`config.mk`:
```
export PLATFORM = sky130hd
export DESIGN_NAME = ps2_key_encoder
export DESIGN_NICKNAME = d
export VERILOG_FILES = /design/src/rtl/ps2_key_encoder.sv
export SDC_FILE = /design/constraint.sdc
export NUM_CORES = 1
export LEC_CHECK = 0
export CAP_MARGIN = 5
export CORE_MARGIN = 2
export CORE_UTILIZATION = 45
export CTS_CLUSTER_SIZE = 14
export DETAILED_ROUTE_END_ITERATION = 7
export PLACE_DENSITY = 0.73
export SETUP_SLACK_MARGIN = 0.4
export SYNTH_ARGS = -nofsm -noshare
export SYNTH_HDL_FRONTEND = slang
export SYNTH_SLANG_ARGS = --single-unit
export TNS_END_PERCENT = 10
```
`constraint.sdc`:
```
create_clock -name clk_sys -period 5.88 [get_ports clk_sys]
set_input_delay 0.882 -clock clk_sys [delete_from_list [all_inputs] [get_ports clk_sys]]
set_output_delay 0.882 -clock clk_sys [all_outputs]
set_load 0.01 [all_outputs]
```
`src/rtl/ps2_key_encoder.sv`:
```
// ps2_key_encoder: PS/2 device-to-host deframer producing the toggle-strobed
// 11-bit ps2_key event word. Build option: define PS2_PARITY_CHECK_EN to
// reject frames with a bad (non-odd) parity bit; otherwise parity is ignored.
//
// state  | meaning
// -------+------------------------------------------------------------
// IDLE   | waiting for a start bit (sampled 0)
// DATA   | shifting 8 data bits, LSB first
// PARITY | latching the parity bit
// STOP   | checking stop bit / parity, then processing the byte
module ps2_key_encoder #(
  parameter int FILTER_LEN = 8,
  parameter int TIMEOUT    = 12000
) (
  input  logic        clk_sys,
  input  logic        reset_n,
  input  logic        ps2_clk,
  input  logic        ps2_data,
  output logic [10:0] ps2_key,
  output logic        key_stb,
  output logic        frame_err
);

  localparam int            TW      = (TIMEOUT > 1) ? $clog2(TIMEOUT) : 1;
  localparam logic [7:0]    FILT_TC = 8'(FILTER_LEN - 1);
  localparam logic [TW-1:0] TO_TC   = TW'(TIMEOUT - 1);

`ifdef PS2_PARITY_CHECK_EN
  localparam logic PAR_IGNORE = 1'b0;
`else
  localparam logic PAR_IGNORE = 1'b1;
`endif

  typedef enum logic [1:0] {
    S_IDLE   = 2'd0,
    S_DATA   = 2'd1,
    S_PARITY = 2'd2,
    S_STOP   = 2'd3
  } state_t;

  logic          clk_s1, clk_s2, dat_s1, dat_s2;
  logic          clk_f;
  logic [7:0]    filt_cnt;
  logic          samp;
  logic [TW-1:0] to_cnt;
  logic          to_hit;

  state_t        state, state_n;
  logic [2:0]    bit_cnt, bit_cnt_n;
  logic [7:0]    shift, shift_n;
  logic          par, par_n;
  logic          ext, ext_n;
  logic          brk, brk_n;
  logic          par_good;
  logic          emit, err;

  // Two-flop synchronisers on both PS/2 lines; idle-high reset.
  always_ff @(posedge clk_sys or negedge reset_n) begin
    if (!reset_n) begin
      clk_s1 <= 1'b1;
      clk_s2 <= 1'b1;
      dat_s1 <= 1'b1;
      dat_s2 <= 1'b1;
    end else begin
      clk_s1 <= ps2_clk;
      clk_s2 <= clk_s1;
      dat_s1 <= ps2_data;
      dat_s2 <= dat_s1;
    end
  end

  // Clock de-glitch: clk_f follows the synced clock only after it has
  // differed for FILTER_LEN consecutive cycles.
  always_ff @(posedge clk_sys or negedge reset_n) begin
    if (!reset_n) begin
      clk_f    <= 1'b1;
      filt_cnt <= '0;
    end else if (clk_s2 == clk_f) begin
      filt_cnt <= '0;
    end else if (filt_cnt == FILT_TC) begin
      clk_f    <= ~clk_f;
      filt_cnt <= '0;
    end else begin
      filt_cnt <= filt_cnt + 8'd1;
    end
  end

  // Sample point is the cycle in which clk_f is about to fall.
  assign samp = clk_f & ~clk_s2 & (filt_cnt == FILT_TC);

  // Idle-in-frame watchdog; a sample point in the same cycle takes priority.
  always_ff @(posedge clk_sys or negedge reset_n) begin
    if (!reset_n) begin
      to_cnt <= '0;
    end else if (samp || state == S_IDLE) begin
      to_cnt <= '0;
    end else if (to_cnt != TO_TC) begin
      to_cnt <= to_cnt + 1'b1;
    end
  end

  assign to_hit   = (state != S_IDLE) && !samp && (to_cnt == TO_TC);
  assign par_good = (^{shift, par}) | PAR_IGNORE;

  // FSM and deframing registers.
  always_ff @(posedge clk_sys or negedge reset_n) begin
    if (!reset_n) begin
      state   <= S_IDLE;
      bit_cnt <= '0;
      shift   <= '0;
      par     <= 1'b0;
      ext     <= 1'b0;
      brk     <= 1'b0;
    end else begin
      state   <= state_n;
      bit_cnt <= bit_cnt_n;
      shift   <= shift_n;
      par     <= par_n;
      ext     <= ext_n;
      brk     <= brk_n;
    end
  end

  // Next-state, byte processing and error detection.
  always_comb begin
    state_n   = state;
    bit_cnt_n = bit_cnt;
    shift_n   = shift;
    par_n     = par;
    ext_n     = ext;
    brk_n     = brk;
    emit      = 1'b0;
    err       = 1'b0;
    if (to_hit) begin
      state_n = S_IDLE;
      err     = 1'b1;
      ext_n   = 1'b0;
      brk_n   = 1'b0;
    end else if (samp) begin
      case (state)
        S_IDLE: begin
          if (!dat_s2) begin
            state_n   = S_DATA;
            bit_cnt_n = '0;
          end else begin
            err   = 1'b1;
            ext_n = 1'b0;
            brk_n = 1'b0;
          end
        end
        S_DATA: begin
          shift_n = {dat_s2, shift[7:1]};
          if (bit_cnt == 3'd7) state_n = S_PARITY;
          else                 bit_cnt_n = bit_cnt + 3'd1;
        end
        S_PARITY: begin
          par_n   = dat_s2;
          state_n = S_STOP;
        end
        S_STOP: begin
          state_n = S_IDLE;
          if (dat_s2 && par_good) begin
            if (shift == 8'hE0) begin
              ext_n = 1'b1;
            end else if (shift == 8'hF0) begin
              brk_n = 1'b1;
            end else begin
              emit  = 1'b1;
              ext_n = 1'b0;
              brk_n = 1'b0;
            end
          end else begin
            err   = 1'b1;
            ext_n = 1'b0;
            brk_n = 1'b0;
          end
        end
        default: state_n = S_IDLE;
      endcase
    end
  end

  // Registered event word and pulses, one cycle after the deciding sample.
  always_ff @(posedge clk_sys or negedge reset_n) begin
    if (!reset_n) begin
      ps2_key   <= '0;
      key_stb   <= 1'b0;
      frame_err <= 1'b0;
    end else begin
      key_stb   <= emit;
      frame_err <= err;
      if (emit) ps2_key <= {~ps2_key[10], ~brk, ext, shift};
    end
  end

endmodule

```
==> results of run 1 <==
[cell type report]
| cell class | instances | area (um^2) | area share [%] |
|---|---|---|---|
| Tap cell | 72 | 90.1 | 3.11 |
| Sequential cell | 55 | 1380 | 47.7 |
| Multi-Input combinational cell | 153 | 1120 | 38.8 |
| Clock buffer | 5 | 68.8 | 2.37 |
| Inverter | 12 | 45.0 | 1.55 |
| Timing Repair Buffer | 17 | 163 | 5.61 |
| Clock inverter | 3 | 23.8 | 0.820 |
[registers in the layout, indices dropped and copies added, names as in the netlist, 2 cells and up]
register / count
bit_cnt: 3
filt_cnt: 8
ps2_key: 11
shift: 8
state: 2
to_cnt: 14
[cells in the mapped netlist, types with 2 or more instances]
cell type	n
sky130_fd_sc_hd__clkbuf_1	3
sky130_fd_sc_hd__nand3_1	11
sky130_fd_sc_hd__dfstp_2	5
sky130_fd_sc_hd__a21oi_1	4
sky130_fd_sc_hd__nor2b_1	2
sky130_fd_sc_hd__dfrtp_1	50
sky130_fd_sc_hd__nor2_1	25
sky130_fd_sc_hd__o31ai_1	2
sky130_fd_sc_hd__o21ai_0	9
sky130_fd_sc_hd__xnor2_1	7
sky130_fd_sc_hd__nand2_1	13
sky130_fd_sc_hd__and3_1	4
sky130_fd_sc_hd__inv_1	12
sky130_fd_sc_hd__nand4b_1	2
sky130_fd_sc_hd__xor2_1	10
sky130_fd_sc_hd__nor3_1	4
sky130_fd_sc_hd__o32a_1	2
sky130_fd_sc_hd__and2_1	2
sky130_fd_sc_hd__nand4_1	3
sky130_fd_sc_hd__mux2i_1	2
sky130_fd_sc_hd__mux2_2	9
sky130_fd_sc_hd__ha_1	9
sky130_fd_sc_hd__o21a_1	2
sky130_fd_sc_hd__mux2_1	5
sky130_fd_sc_hd__or3_1	2
sky130_fd_sc_hd__or2_2	2
[path summary, 6_finish.rpt]
path	start	slack (ns)	end
max in group asynchronous	reset_n	4.75	to_cnt[0]
min in group asynchronous	reset_n	0.69	state[1]
max	clk_f	3.49	ps2_key[5]
min reg2reg	dat_s1	0.36	dat_s2
min	dat_s1	0.36	dat_s2
max reg2reg	clk_f	3.49	ps2_key[5]
[worst register-to-register path, stage by stage (launching register included)]
cell	delay [ns]
sky130_fd_sc_hd__dfstp_2	0.55
sky130_fd_sc_hd__ha_1	0.14
sky130_fd_sc_hd__nor4b_4	0.27
sky130_fd_sc_hd__nand2_2	0.18
sky130_fd_sc_hd__nor3_2	0.75
sky130_fd_sc_hd__mux2_2	0.42
[through the flow]
step                      instances  area (um^2)  worst slack [ns]  total power (W)  util, %
after global placement          309         2810              3.53         0.000601     50.9
after global routing            317         2900              3.29         0.000861     52.6
after detailed placement        309         2810              3.46         0.000607     50.9
after CTS                       317         2900              3.45         0.000818     52.6
after floorplan                 225         2580              3.93         0.000567        -
final                           317         2900              3.49         0.000807     52.6
[power breakdown]
| group | internal (W) | switching (W) |
|---|---|---|
| registers | 0.000413 | 0.0000301 |
| clock network | 0.0000854 | 0.000124 |
| logic | 0.0000605 | 0.0000931 |
[metal layers]
layer  vias to the layer above  share of wire [%]  track usage [%]
li1                        825                  -                -
met4                         0                1.0             5.17
met3                         2                2.4             3.05
met1                       799                 50             18.9
met2                        18                 47             23.7
met5                         -                  0                0
[kinds of logic after synthesis]
logic type      after synthesis
xor+xnor                     17
buf+inv                      17
flops                        55
mux                          16
simple gates                 84
compound gates               27
fa+ha+maj                     9
==> parameters.txt, run 1 <==
Parameter                              Value

Outcome
  Status ... completed

Pwr
  Highest ir drop seen on vdd ... 225 uV
  Leakage power figure ... 1.32 nW
  Power Density ... 278 mW/mm^2

Clock network
  Clock root buffer master ... sky130_fd_sc_hd__clkbuf_8
  Number of buffers inserted for hold repair after clock tree synthesis ... 0
  Max Buffers Root-to-Sink ... 2
  Count of H-tree levels built during CTS ... 2
  Insertion delay of the later-clocked pin in the worst-skew pair ... 0.30 ns
  Post-CTS repair timing setup buffer count ... 0
  Clock tree from TritonCTS ... yes
  Number of CTS-inserted buffers ... 5
  PostCTS Resize Cnt ... 0
  Clk slew on worst S/H paths ... 0.10 ns
  Number of clock sinks seen by CTS ... 55

Logic synthesis
  Yosys Warn Count ... 0
  Yosys top cell by area ... sky130_fd_sc_hd__dfrtp_1
  Synth unique cells ... 50
  Sequential fraction of the synthesis area ... 53.6%
  Share of the synthesized area in compound gates (AO/OA/AOI/OAI) ... 7.76%
  Xor/xnor share of the synthesized area ... 5.77%
  Top cell type's share of synthesized area ... 48.5%
  Dominant combinational cell family by area after synthesis ... simple AND/OR/NAND/NOR gates
  Synthesized flop and latch total ... 55
  Async set-or-reset flop fraction in the synthesized netlist ... 100%
  Post-synthesis average cell area ... 11.5 um^2
  Top cells by area in the synthesized netlist ... sky130_fd_sc_hd__dfrtp_1 (49%), sky130_fd_sc_hd__dfstp_2 (5.1%), sky130_fd_sc_hd__ha_1 (4.4%), sky130_fd_sc_hd__mux2_2 (3.9%), sky130_fd_sc_hd__nor2_1 (3.6%)
  Synthesized instance count ... 225
  Post-synthesis simple-gate area fraction ... 18.8%
  Number of flops mapped to enable cells by yosys ... 0
  Post-synthesis net count ... 238
  Netlist area before placement ... 0.00258 mm^2
  Predominant post-synthesis flop cell ... sky130_fd_sc_hd__dfrtp_1
  Multiplexer share of the synthesized area ... 6.89%
  Adder and majority cell fraction of the synthesized area ... 4.37%

Timing
  Part of the cycle the worst path needs ... 40.7%
  Max Slew Vio Count ... 0
  Hold Worst Slack ... 0.362 ns
  Number of setup violations in the final report ... 0
  Final critical delay including setup and external delays ... 2.39 ns
  Fin Clk Skew ... 0.0102 ns
  Worst Tran Pin Value ... 0.861 ns
  Final count of hold timing violations ... 0
  Setup repair after global routing missed its margin ... false
  Relative slew margins ... 42.3%
  Total Negative Setup Slacks ... 0 ns
  Highest achievable clock rate ... 418 MHz

Floorplan
  Initial core utilization ... 46.8%
  Placeable Area ... 0.00551 mm^2
  Die boundary width ... 79.7 um
  Die Y ... 79.7 um
  Floorplan row count ... 27
  IO Count ... 17
  Floorplan die area ... 0.00635 mm^2

Worst setup path
  CP startpoint kind ... flop
  Crit path required time ... 6.08 ns
  R2R cell count ... 5
  Type of the setup path with the least slack ... flop to flop
  Maximum single-stage delay on the critical path ... 0.75 ns
  Critical path, cell by cell ... ha_1 > nor4b_4 > nand2_2 > nor3_2 > mux2_2
  Levels on crit path ... 5
  Crit path max-delay family ... simple AND/OR/NAND/NOR gates
  Critical Path Slowest Stage Cell ... sky130_fd_sc_hd__nor3_2
  Worst Path Arrival ... 2.59 ns
  Maximum fanout encountered on the critical timing path ... 12
  Sum of buffers and inverters on the critical path ... 0
  Element type at the critical path end ... flop

Route
  Count of vias placed by the detailed router ... 1644
  Final routed wire length divided by cell count ... 13.0 um
  Number of detailed-route iterations in the first pass ... 4
  Number of violations reported at the end of detailed-routing iteration 0 ... 129
  Number of design rule violations left after detail routing ... 0
  Number of antenna-violating nets in the routed design ... 0
  Via-per-instance ratio ... 5.19
  Final wirelength ... 4120 um

Final layout
  Most common library cell in the layout ignoring fill and taps ... sky130_fd_sc_hd__dfrtp_1
  Syn-to-layout area delta ... 12.4%
  Net count of the finished layout ... 257
  Fillers ... 487
  Most frequent cells in the layout ... sky130_fd_sc_hd__dfrtp_1 (50), sky130_fd_sc_hd__nor2_1 (25), sky130_fd_sc_hd__clkdlybuf4s50_1 (15)
  Share of cells above drive strength 1 ... 13.9%
  Count of inserted antenna diode cells ... 0

Placed design
  Placed wire-length estimate after detailed placement ... 2900 um
  Routability congestion estimate from global placement ... 0.790
  IO buf count ... 16

Global route
  Global-route wire length before repair ... 7260 um
  Total global routing overflow ... 0
  All-layer global routing usage ... 14.5%
  Maximum number of pins on one net before global-route repair ... 56
  Number of antenna violations at the first check in global routing ... 0
  Vias in the first global route ... 1622

Run
  Max-cap viol count ... 0

Min path
  Hold depth ... 0
  Worst hold-check path type ... flop to flop
Power figures use the tool's default switching activity.
==> inputs of run 2 (changes only) <==
--- a/config.mk
+++ b/config.mk
@@ -10,7 +10,7 @@
 export CORE_UTILIZATION = 45
 export CTS_CLUSTER_SIZE = 14
 export DETAILED_ROUTE_END_ITERATION = 7
-export PLACE_DENSITY = 0.73
+export PLACE_DENSITY = 0.76
 export SETUP_SLACK_MARGIN = 0.4
 export SYNTH_ARGS = -nofsm -noshare
 export SYNTH_HDL_FRONTEND = slang
==> constraint.sdc (replaced) <==
create_clock -name clk_sys -period 2.2 [get_ports clk_sys]
set_input_delay 0.33 -clock clk_sys [delete_from_list [all_inputs] [get_ports clk_sys]]
set_output_delay 0.33 -clock clk_sys [all_outputs]
set_load 0.01 [all_outputs]
==> parameters.txt, run 2 (synthesis results as in run 1) <==
Parameter                              Value

Worst setup path
  Slack of the worst reg-to-reg path ... 0.33 ns
  Maximum single-stage delay on the critical path ... 0.53 ns
  Worst r2r dst ... brk
  Type of the setup path with the least slack ... flop to flop
  Critical Path Slowest Stage Cell ... sky130_fd_sc_hd__dfstp_2
  Crit path max-delay family ... simple AND/OR/NAND/NOR gates
  Worst Path Arrival ... 2.07 ns
  Reg-to-reg critical path startpoint ... clk_s2
  Sum of buffers and inverters on the critical path ... 2
  R2R cell count ... 8
  CP startpoint kind ... flop
  Maximum fanout encountered on the critical timing path ... 5
  Critical path, cell by cell ... inv_1 > ha_4 > nor4b_4 > buf_4 > a21o_1 > or3_4 > a32oi_1 > nor2_1
  Crit path required time ... 2.40 ns
  Element type at the critical path end ... flop

Timing
  Final critical delay including setup and external delays ... 1.87 ns
  Fin Clk Skew ... 0.0120 ns
  Setup repair after global routing missed its margin ... true
  Relative slew margins ... 60.5%
  Total Negative Setup Slacks ... 0 ns
  Worst setup slack after layout ... 0.326 ns
  Highest achievable clock rate ... 534 MHz
  Worst Tran Pin Value ... 0.592 ns
  Number of setup violations in the final report ... 0
  Max Slew Vio Count ... 0
  Final count of hold timing violations ... 0
  Part of the cycle the worst path needs ... 85.2%

Final layout
  Share of cells above drive strength 1 ... 21.8%
  Most common library cell in the layout ignoring fill and taps ... sky130_fd_sc_hd__dfrtp_1
  Largest registers ... to_cnt: 14 flops, ps2_key: 11 flops
  Fillers ... 447
  Register bank with the most flops ... to_cnt
  Net count of the finished layout ... 269
  Count of inserted antenna diode cells ... 0
  Syn-to-layout area delta ... 18.8%
  Most frequent cells in the layout ... sky130_fd_sc_hd__dfrtp_1 (50), sky130_fd_sc_hd__nor2_1 (25), sky130_fd_sc_hd__clkdlybuf4s50_1 (15)
  Number of flip-flops in the largest register ... 14
  Post-route core utilization ... 55.6%

Floorplan
  Floorplan row count ... 27
  Floorplan die area ... 0.00635 mm^2
  Die boundary width ... 79.7 um
  Die Y ... 79.7 um
  Initial core utilization ... 46.8%
  IO Count ... 17
  Placeable Area ... 0.00551 mm^2

Placed design
  Post-place setup slack ... 0.177 ns
  Placed wire-length estimate after detailed placement ... 3100 um
  Routability congestion estimate from global placement ... 0.785
  IO buf count ... 16

Clock network
  Max Buffers Root-to-Sink ... 2
  Insertion delay of the later-clocked pin in the worst-skew pair ... 0.31 ns
  Number of buffers inserted for hold repair after clock tree synthesis ... 0
  Count of H-tree levels built during CTS ... 2
  Number of CTS-inserted buffers ... 5
  Clock root buffer master ... sky130_fd_sc_hd__clkbuf_8
  Number of clock sinks seen by CTS ... 55
  Clock tree from TritonCTS ... yes
  Clk slew on worst S/H paths ... 0.10 ns

Global route
  Number of antenna violations at the first check in global routing ... 0
  Total global routing overflow ... 0
  Vias in the first global route ... 1714
  Global-route wire length before repair ... 7530 um
  Maximum number of pins on one net before global-route repair ... 31
  All-layer global routing usage ... 15.0%

Route
  Count of vias placed by the detailed router ... 1711
  Number of detailed-route iterations in the first pass ... 4
  Number of violations reported at the end of detailed-routing iteration 0 ... 134
  Via-per-instance ratio ... 5.20
  Number of design rule violations left after detail routing ... 0
  Number of antenna-violating nets in the routed design ... 0
  Final wirelength ... 4310 um
  Final routed wire length divided by cell count ... 13.1 um

Pwr
  Power Density ... 736 mW/mm^2
  Highest ir drop seen on vdd ... 327 uV
  Leakage power figure ... 1.39 nW

Outcome
  Status ... completed

Min path
  Worst hold-check path type ... input pin to async pin

Run
  Max-cap viol count ... 0
[run 2: cell count changes in the layout (fill, tap and decap cells not counted), sizes merged]
cell	before	now
buf	2	14
clkbuf	5	6
clkinv	0	1
clkinvlp	2	1
inv	13	12
[run 2: layout make-up]
cell class	count	area, um^2	area share [%]
flip-flops and latches	55	1380	45.1
multi-input cells	153	1180	38.4
repair buffers	29	269	8.78
well taps	72	90.1	2.94
clock buffers	6	82.6	2.70
inverters	12	45.0	1.47
clock inverters	2	16.3	0.531
[run 2: worst max-delay path by stage]
stage                       to  slack (ns)       from  depth (start not counted)
CTS                  to_cnt[7]        0.32  to_cnt[5]                          5
detailed placement  ps2_key[8]        0.18      clk_f                          6
global placement    ps2_key[2]        0.24      clk_f                          6
finish                     brk        0.33     clk_s2                          8
global route         to_cnt[1]        0.27  to_cnt[5]                          5
floorplan           ps2_key[0]        0.35      clk_f                          6
[run 2: through the flow]
stage	std cells	power, W	area, um^2	hold slack (ns)
2_1_floorplan	225	0.00153	2620	0.0344
3_3_place_gp	312	0.00163	2880	0.347
3_5_place_dp	312	0.00165	2880	0.349
4_1_cts	325	0.00225	3020	0.0328
5_1_grt	329	0.00239	3060	0.0503
6_report	329	0.00225	3060	0.00883
[run 2: timing repair]
item	in CTS	in global routing
gates resized for setup	2	3
endpoints found under the setup margin	28	33
pin swaps	3	5
setup buffers	5	4
[run 2: routing by layer]
metal / wire length (um) / GRT usage (%) / vias up
met5: 0 / 0 / -
met4: 58 / 6.38 / 0
met3: 150 / 3.05 / 4
met2: 2090 / 24.9 / 35
met1: 2010 / 19.1 / 829
li1: - / - / 843
[run 2: power breakdown]
group          total, W  internal, W  switching (W)
clock          0.000580     0.000257       0.000323
sequential      0.00118      0.00110      0.0000801
combinational  0.000488     0.000222       0.000266
total           0.00225      0.00158       0.000669
==> inputs of run 3 (changes only) <==
--- a/config.mk
+++ b/config.mk
@@ -11,7 +11,6 @@
 export CTS_CLUSTER_SIZE = 14
 export DETAILED_ROUTE_END_ITERATION = 7
 export PLACE_DENSITY = 0.76
-export SETUP_SLACK_MARGIN = 0.4
 export SYNTH_ARGS = -nofsm -noshare
 export SYNTH_HDL_FRONTEND = slang
 export SYNTH_SLANG_ARGS = --single-unit
==> parameters.txt, run 3 (synthesis results as in run 1) <==
Parameter                              Value

Worst setup path
  Critical path, cell by cell ... ha_1 > nor4b_4 > nand2_2 > nor3_2 > buf_4 > mux2_2
  CP startpoint kind ... flop
  Maximum single-stage delay on the critical path ... 0.55 ns
  Type of the setup path with the least slack ... flop to flop
  Critical Path Slowest Stage Cell ... sky130_fd_sc_hd__dfstp_2
  Worst Path Arrival ... 2.26 ns
  Maximum fanout encountered on the critical timing path ... 12
  Element type at the critical path end ... flop
  Crit path required time ... 2.40 ns

Timing
  Setup repair after global routing missed its margin ... false
  Number of setup violations in the final report ... 0
  Final count of hold timing violations ... 0
  Highest achievable clock rate ... 486 MHz
  Part of the cycle the worst path needs ... 93.5%
  Final critical delay including setup and external delays ... 2.06 ns
  Fin Clk Skew ... 0.00701 ns
  Total Negative Setup Slacks ... 0 ns
  Hold Worst Slack ... 0.0122 ns
  Relative slew margins ... 61.3%
  Worst Tran Pin Value ... 0.581 ns
  Max Slew Vio Count ... 0

Clock network
  Clock root buffer master ... sky130_fd_sc_hd__clkbuf_8
  Number of buffers inserted for hold repair after clock tree synthesis ... 0
  Count of H-tree levels built during CTS ... 2
  PostCTS Resize Cnt ... 0
  Number of clock sinks seen by CTS ... 55
  Clock tree from TritonCTS ... yes
  Insertion delay of the later-clocked pin in the worst-skew pair ... 0.30 ns
  Post-CTS repair timing setup buffer count ... 0
  Clk slew on worst S/H paths ... 0.10 ns
  Max Buffers Root-to-Sink ... 2
  Number of CTS-inserted buffers ... 5

Min path
  Worst hold-check path type ... input pin to async pin

Final layout
  Number of flip-flops in the largest register ... 14
  Largest registers ... to_cnt: 14 flops, ps2_key: 11 flops
  Filler-free cell count of the finished design ... 319
  Net count of the finished layout ... 259
  Syn-to-layout area delta ... 14.4%
  Most frequent cells in the layout ... sky130_fd_sc_hd__dfrtp_1 (50), sky130_fd_sc_hd__nor2_1 (25), sky130_fd_sc_hd__clkdlybuf4s50_1 (15)
  Share of cells above drive strength 1 ... 14.6%
  Register bank with the most flops ... to_cnt
  Count of inserted antenna diode cells ... 0
  Area occupied by multi-input gates ... 0.00112 mm^2
  Fillers ... 464
  Sequential cell area ... 0.00138 mm^2
  Most common library cell in the layout ignoring fill and taps ... sky130_fd_sc_hd__dfrtp_1

Route
  Final wirelength ... 4050 um
  Number of violations reported at the end of detailed-routing iteration 0 ... 152
  Number of design rule violations left after detail routing ... 0
  Count of vias placed by the detailed router ... 1675
  Final routed wire length divided by cell count ... 12.7 um
  Number of detailed-route iterations in the first pass ... 4
  Number of antenna-violating nets in the routed design ... 0
  Via-per-instance ratio ... 5.25

Floorplan
  Floorplan row count ... 27
  Die Y ... 79.7 um
  Placeable Area ... 0.00551 mm^2
  Floorplan die area ... 0.00635 mm^2
  Initial core utilization ... 46.8%
  Die boundary width ... 79.7 um
  IO Count ... 17

Global route
  Maximum number of pins on one net before global-route repair ... 32
  Global-route wire length before repair ... 7250 um
  Total global routing overflow ... 0
  Number of antenna violations at the first check in global routing ... 0
  Vias in the first global route ... 1549
  All-layer global routing usage ... 14.5%

Pwr
  Leakage power figure ... 1.36 nW
  Power Density ... 775 mW/mm^2
  Highest ir drop seen on vdd ... 364 uV

Placed design
  Placed wire-length estimate after detailed placement ... 3000 um
  Routability congestion estimate from global placement ... 0.772
  IO buf count ... 16
  Number of placed instances, taps included ... 311

Run
  Max-cap viol count ... 0

Outcome
  Status ... completed
==> run 3: changes by cell type in the layout (fill, tap and decap cells not counted), sizes merged <==
cell	delta
buf	-10
bufinv	+1
clkbuf	-1
clkinvlp	-1
inv	+1
==> run 3: worst paths after layout <==
| check | startpoint | endpoint | slack (ns) | cells past startpoint |
|---|---|---|---|---|
| min reg2reg | clk_s1 | clk_s2 | 0.36 | 0 |
| max | clk_f | ps2_key[5] | 0.14 | 6 |
| max reg2reg | clk_f | ps2_key[5] | 0.14 | 6 |
| max in group asynchronous | reset_n | bit_cnt[1] | 1.64 | 2 |
| min | reset_n | to_cnt[9] | 0.01 | 1 |
| min in group clk_sys | clk_s1 | clk_s2 | 0.36 | 0 |
==> run 3: through the flow <==
| step | setup WS [ns] | instance area [um^2] | utilization (%) | power (W) |
|---|---|---|---|---|
| 2_1_floorplan | 0.249 | 2580 | - | 0.00151 |
| 3_3_place_gp | 0.233 | 2830 | 51.4 | 0.00162 |
| 3_5_place_dp | 0.143 | 2830 | 51.4 | 0.00164 |
| 4_1_cts | 0.132 | 2950 | 53.6 | 0.00232 |
| 5_1_grt | 0.0161 | 2950 | 53.6 | 0.00243 |
| 6_report | 0.142 | 2950 | 53.6 | 0.00229 |
==> run 3: metal layers <==
metal	global-route usage, %	vias up	wire length (um)
li1	-	825	-
met1	20.2	824	1960
met2	22.7	24	1930
met3	3.39	2	126
met4	4.14	0	34
met5	0	-	0
==> run 3: worst max-delay path: cells and delay by family (launching register included) <==
kind | cells | cell delay (ns)
DFF | 1 | 0.55
and+or+nand+nor | 3 | 0.69
adders and majority gates | 1 | 0.14
buffers and inverters | 1 | 0.21
muxes | 1 | 0.35
==> run 3: cell type report <==
type / count / area share [%]
Sequential cell: 55 / 46.9
Multi-Input combinational cell: 153 / 38.1
Timing Repair Buffer: 19 / 6.45
Tap cell: 72 / 3.05
Clock buffer: 5 / 2.33
Clock inverter: 3 / 1.61
Inverter: 12 / 1.53
==> run 3: power breakdown <==
part           switching (W)  total [W]  internal [W]  leakage (nW)
combinational       0.000254   0.000428      0.000174         0.561
clock               0.000327   0.000673      0.000345        0.0587
sequential         0.0000815    0.00119       0.00110         0.738
total               0.000662    0.00229       0.00162          1.36
